==> config.mk <==
export PLATFORM = sky130hd
export DESIGN_NAME = pipe_queue
export DESIGN_NICKNAME = d
export VERILOG_FILES = /design/src/rtl/pipe_queue.sv
export SDC_FILE = /design/constraint.sdc
export NUM_CORES = 1
export LEC_CHECK = 0
export CAP_MARGIN = 20
export CORE_MARGIN = 8
export CORE_UTILIZATION = 55
export CTS_CLUSTER_DIAMETER = 120
export DETAILED_ROUTE_END_ITERATION = 8
export HOLD_SLACK_MARGIN = 0.06
export PLACE_DENSITY = 0.8
export SYNTH_ARGS = -nofsm -noshare
export SYNTH_HDL_FRONTEND = slang
export SYNTH_SLANG_ARGS = --single-unit
==> constraint.sdc <==
create_clock -name CLK -period 7.4 [get_ports CLK]
set_input_delay 1.48 -clock CLK [delete_from_list [all_inputs] [get_ports CLK]]
set_output_delay 1.48 -clock CLK [all_outputs]
set_load 0.005 [all_outputs]
==> src/rtl/pipe_queue.sv <==
// rtl/pipe_queue.sv - circular pipeline queue with first-word-fall-through read port
// Optional statistics outputs are enabled by defining PIPE_QUEUE_STATS_EN.
module pipe_queue #(
  parameter int DATA_W = 64,
  parameter int DEPTH  = 8,
  parameter int AF_TH  = DEPTH - 2,
  localparam int CNT_W = $clog2(DEPTH + 1),
  localparam int PTR_W = $clog2(DEPTH)
) (
  input  logic              CLK,
  input  logic              RESET,
  input  logic              SYS,
  input  logic              STALL_IN_UP,
  input  logic              STALL_IN_DN,
  input  logic [DATA_W-1:0] Data_IN,
  output logic [DATA_W-1:0] Data_OUT,
  output logic              STALL_OUT_UP,
  output logic              STALL_OUT_DN,
`ifdef PIPE_QUEUE_STATS_EN
  output logic [CNT_W-1:0]  COUNT_OUT,
  output logic [CNT_W-1:0]  HWM_OUT,
  output logic [15:0]       REFUSE_OUT,
`endif
  output logic              ALMOST_FULL_OUT
);

  logic [DATA_W-1:0] r_mem [DEPTH];
  logic [PTR_W-1:0]  r_head;
  logic [PTR_W-1:0]  r_tail;
  logic [CNT_W-1:0]  r_cnt;

  logic             w_full;
  logic             w_empty;
  logic             w_push;
  logic             w_pop;
  logic [CNT_W-1:0] w_cnt_nxt;

  // Status flags come straight from the registered count so they never glitch with inputs
  always_comb begin
    w_full  = (r_cnt == CNT_W'(DEPTH));
    w_empty = (r_cnt == '0);
    // A full queue refuses the push even when a pop frees a slot this same edge
    w_push  = !STALL_IN_UP && !w_full && !SYS && !RESET;
    w_pop   = !STALL_IN_DN && !w_empty && !SYS && !RESET;
    w_cnt_nxt = r_cnt;
    if (SYS) begin
      w_cnt_nxt = '0;
    end else if (w_push && !w_pop) begin
      w_cnt_nxt = r_cnt + CNT_W'(1);
    end else if (w_pop && !w_push) begin
      w_cnt_nxt = r_cnt - CNT_W'(1);
    end
  end

  assign STALL_OUT_UP    = w_full;
  assign STALL_OUT_DN    = w_empty;
  assign ALMOST_FULL_OUT = (r_cnt >= CNT_W'(AF_TH));
  assign Data_OUT        = r_mem[r_head];

  // Storage array: written at the tail on push, never reset
  always_ff @(posedge CLK) begin
    if (w_push) begin
      r_mem[r_tail] <= Data_IN;
    end
  end

  // Pointers and occupancy; a flush rewinds everything and drops same-cycle traffic
  always_ff @(posedge CLK or posedge RESET) begin
    if (RESET) begin
      r_head <= '0;
      r_tail <= '0;
      r_cnt  <= '0;
    end else if (SYS) begin
      r_head <= '0;
      r_tail <= '0;
      r_cnt  <= '0;
    end else begin
      if (w_push) begin
        r_tail <= r_tail + PTR_W'(1);
      end
      if (w_pop) begin
        r_head <= r_head + PTR_W'(1);
      end
      r_cnt <= w_cnt_nxt;
    end
  end

`ifdef PIPE_QUEUE_STATS_EN
  logic [CNT_W-1:0] r_hwm;
  logic [15:0]      r_refuse;

  // High-water mark tracks the post-edge count so it never lags; flush leaves it alone
  always_ff @(posedge CLK or posedge RESET) begin
    if (RESET) begin
      r_hwm <= '0;
    end else if (w_cnt_nxt > r_hwm) begin
      r_hwm <= w_cnt_nxt;
    end
  end

  // Saturating count of cycles where upstream offered data but the queue was full
  always_ff @(posedge CLK or posedge RESET) begin
    if (RESET) begin
      r_refuse <= '0;
    end else if (!STALL_IN_UP && w_full && (r_refuse != 16'hFFFF)) begin
      r_refuse <= r_refuse + 16'd1;
    end
  end

  assign COUNT_OUT  = r_cnt;
  assign HWM_OUT    = r_hwm;
  assign REFUSE_OUT = r_refuse;
`endif

endmodule

==> results.toml <==
[grt]
grtUsageMet2_pct = 33.4
grt_pass1_vias = 9543
met3_use_gr_pct = 2.79
gr-total-overflow = 0
antenna_found_initial = 4
global_route.usage.met1_pct = 24.5
groute.usage.overall_pct = 19.2
grt_first_pass_wirelength_um = 60200
peak_usage_layer_in_the_global_routing_report = "met2"
pin_count_of_the_biggest_net_entering_global_routing = 82

[drt]
postRouteWirelength_um = 40200
drtPass1Iterations = 5
residual_drc_count = 0
antenna_left = 0
wl_per_cell_um = 27.0
vias = 8955
drt-initial-drc-count = 592
vias_per_cell = 6.01

[finish]
nNetsFinal = 1062
ff_latch_area_mm2 = 0.0156
layout-drive-gt1-share_pct = 28.6
fillerInstances = 2202
multi_input_area_mm2 = 0.00410
area_growth_pct = 17.3
fin_util_pct = 65.6
filler_free_cell_count_of_the_finished_design = 1491

[yosys]
library_cells_used_by_synthesis = 32
synth-seq-cells = 522
synth_area_leader_cell = "sky130_fd_sc_hd__edfxtp_1"
fraction_of_synthesized_cell_area_taken_by_the_top_area_cell_type_pct = 77.2
synth-warning-count = 0
netlist_area_mm2 = 0.0199
synth.most_common_cell = "sky130_fd_sc_hd__edfxtp_1"
mappedNetlistNets = 896
dominantRegCellSynth = "sky130_fd_sc_hd__edfxtp_1"
postSynth.asyncResetShare_pct = 1.92
synth.avg_cell_area_um2 = 24.2
count_of_flip_flops_with_a_built_in_enable_after_synthesis = 512
most_instantiated_cells_after_synthesis = "512 x sky130_fd_sc_hd__edfxtp_1, 128 x sky130_fd_sc_hd__mux4_2, 66 x sky130_fd_sc_hd__mux2_2, 12 x sky130_fd_sc_hd__nor2_1"
ys_seq_area_share_pct = 78.4
ys_top_cells_by_area = "sky130_fd_sc_hd__edfxtp_1 77%, sky130_fd_sc_hd__mux4_2 14%, sky130_fd_sc_hd__mux2_2 3.7%, sky130_fd_sc_hd__dfrtp_1 1.3%, sky130_fd_sc_hd__buf_6 0.62%"
instance_count_of_the_mapped_netlist = 822

[clocking]
clock_tree.buffer_depth = 3
cts-htree-levels = 2
clock_sink_count = 522
clock-root-buffer = "sky130_fd_sc_hd__clkbuf_16"
cts.repair_timing.setup_buffer_count = 0
cts_made_buffers = 50
clkLatencyLatePin_ns = 0.56
cts.hold.buffers_added = 0
clk_pin_slew_worst_paths_ns = 0.06
tritoncts = "yes"
post_cts_gate_resize_count = 0

[timing]
setup-tns-final_ns = 0
worstMarginPinSlew_ns = 1.12
max_clock_freq_ghz = 0.199
slew_headroom_pct = 25.6
setup_repair_after_global_routing_missed_its_margin = "false"
whs_ns = 0.568
final_hold_viol_count = 0
final-max-slew-violation-count = 0
layout_setup_ws_ns = 2.38
period_utilisation_layout_pct = 67.9
finalSetupViolations = 0
clock-skew-final_ns = 0.0113
period_needed_ns = 5.02

[worst_setup_path]
crit_arrival_ns = 3.54
critical_path_required_ns = 5.92
critPathKind = "flop to primary output"
timing.critical_path.from = "r_head[1]"
worstSetupEndpointType = "primary output"
critPathLaunchType = "flop"
rr_startpoint = "r_cnt[3]"
worst-r2r-cell-count = 5
critPathMaxFanout = 59

[floorplanning]
dieWidth_um = 206
die-area_mm2 = 0.0426
initial_core_util_pct = 55.9
core_region_area_mm2 = 0.0357
num_rows = 69
ios = 136
die_h_um = 206

[place]
dp_worst_setup_slack_ns = 2.38
port_buffers = 135
placed_cells = 1397
gpl.final_weighted_congestion = 0.781
dp_hpwl_um = 22000

[power]
power.leakage_nw = 7.20
vdd.ir_drop.worst_uv = 233
power_per_cell_area_mw_per_mm2 = 264

[min_path]
min_path_cells = 2
startpoint_of_the_most_critical_hold_path = "r_tail[0]"
hp-class = "flop to flop"

[flow_run]
max_cap_viol_count = 0

[run_status]
status = "finished clean"
==> power by group <==
group | switching [W] | total, W | internal, W
combinational | 0.000186 | 0.000445 | 0.000260
sequential | 0.0000294 | 0.00330 | 0.00327
clock | 0.00105 | 0.00242 | 0.00138
total | 0.00126 | 0.00617 | 0.00491
==> layer usage <==
metal  vias up  wire [um]
met1      4754      15600
met5         -         27
met3        84       1820
met4         4       1230
li1       3838          -
met2       275      21500
==> stage by stage <==
stage / power [W] / area (um^2)
after detailed placement: 0.00382 / 21800
after CTS: 0.00623 / 23400
after global routing: 0.00637 / 23400
final: 0.00617 / 23400
after global placement: 0.00381 / 21800
after floorplan: 0.00362 / 19900
==> critical path, cell delays in order (launching register included) <==
cell and delay, ns:
sky130_fd_sc_hd__dfrtp_4 0.99, sky130_fd_sc_hd__buf_4 0.72, sky130_fd_sc_hd__mux4_2 0.47, sky130_fd_sc_hd__mux2_2 0.29
sky130_fd_sc_hd__clkdlybuf4s50_1 0.45
==> cell type report <==
cell class	instances	area share [%]
clock buffer	67	5.90
tap	461	2.47
multi-input combinational	259	17.6
sequential	522	66.9
inverter	5	0.0803
clock inverter	25	0.765
antenna	2	0.0214
timing repair buffer	150	6.32
==> final timing paths <==
| path | slack (ns) | end |
|---|---|---|
| worst max-delay path | 2.38 | Data_OUT[45] |
| worst min-delay path | 0.57 | r_tail[0] |
| worst max register to register | 4.51 | r_mem[4][30] |
| worst min register to register | 0.57 | r_tail[0] |
| max in group asynchronous | 5.73 | r_head[2] |
| min in group asynchronous | 1.34 | r_head[0] |
==> kinds of logic after synthesis <==
family / synth area share [%]
xor gates and xnor gates: 0.176
buffers and inverters: 1.24
and+or+nand+nor: 1.06
adders and majority gates: 0.352
muxes: 18.3
AOI/OAI and AO/OA: 0.433
DFF: 78.4
==> layout by cell type, fill, tap and decap left out, types with 2 or more instances in the layout <==
| master | count |
|---|---|
| sky130_fd_sc_hd__a21o_1 | 2 |
| sky130_fd_sc_hd__a21oi_1 | 6 |
| sky130_fd_sc_hd__buf_4 | 14 |
| sky130_fd_sc_hd__bufinv_16 | 2 |
| sky130_fd_sc_hd__clkbuf_1 | 14 |
| sky130_fd_sc_hd__clkbuf_16 | 53 |
| sky130_fd_sc_hd__clkdlybuf4s50_1 | 135 |
| sky130_fd_sc_hd__clkinv_1 | 9 |
| sky130_fd_sc_hd__clkinv_2 | 9 |
| sky130_fd_sc_hd__clkinvlp_4 | 3 |
| sky130_fd_sc_hd__dfrtp_1 | 7 |
| sky130_fd_sc_hd__dfrtp_4 | 3 |
| sky130_fd_sc_hd__diode_2 | 2 |
| sky130_fd_sc_hd__edfxtp_1 | 512 |
| sky130_fd_sc_hd__ha_1 | 4 |
| sky130_fd_sc_hd__inv_1 | 5 |
| sky130_fd_sc_hd__mux2_2 | 66 |
| sky130_fd_sc_hd__mux2i_1 | 2 |
| sky130_fd_sc_hd__mux4_2 | 128 |
| sky130_fd_sc_hd__nand2_1 | 7 |
| sky130_fd_sc_hd__nand2b_1 | 2 |
| sky130_fd_sc_hd__nand3_1 | 7 |
| sky130_fd_sc_hd__nand3b_1 | 3 |
| sky130_fd_sc_hd__nor2_1 | 6 |
| sky130_fd_sc_hd__nor2_4 | 6 |
| sky130_fd_sc_hd__nor3_1 | 2 |
| sky130_fd_sc_hd__nor3_2 | 2 |
| sky130_fd_sc_hd__o21ai_0 | 2 |
| sky130_fd_sc_hd__or2_2 | 2 |
| sky130_fd_sc_hd__xor2_1 | 3 |
==> state kept, by name, indices dropped and copies added (netlist names) <==
| signal | flops |
|---|---|
| r_head | 3 |
| r_mem | 512 |
| r_tail | 3 |
| r_cnt | 4 |
(Power assumes the default switching activity.)
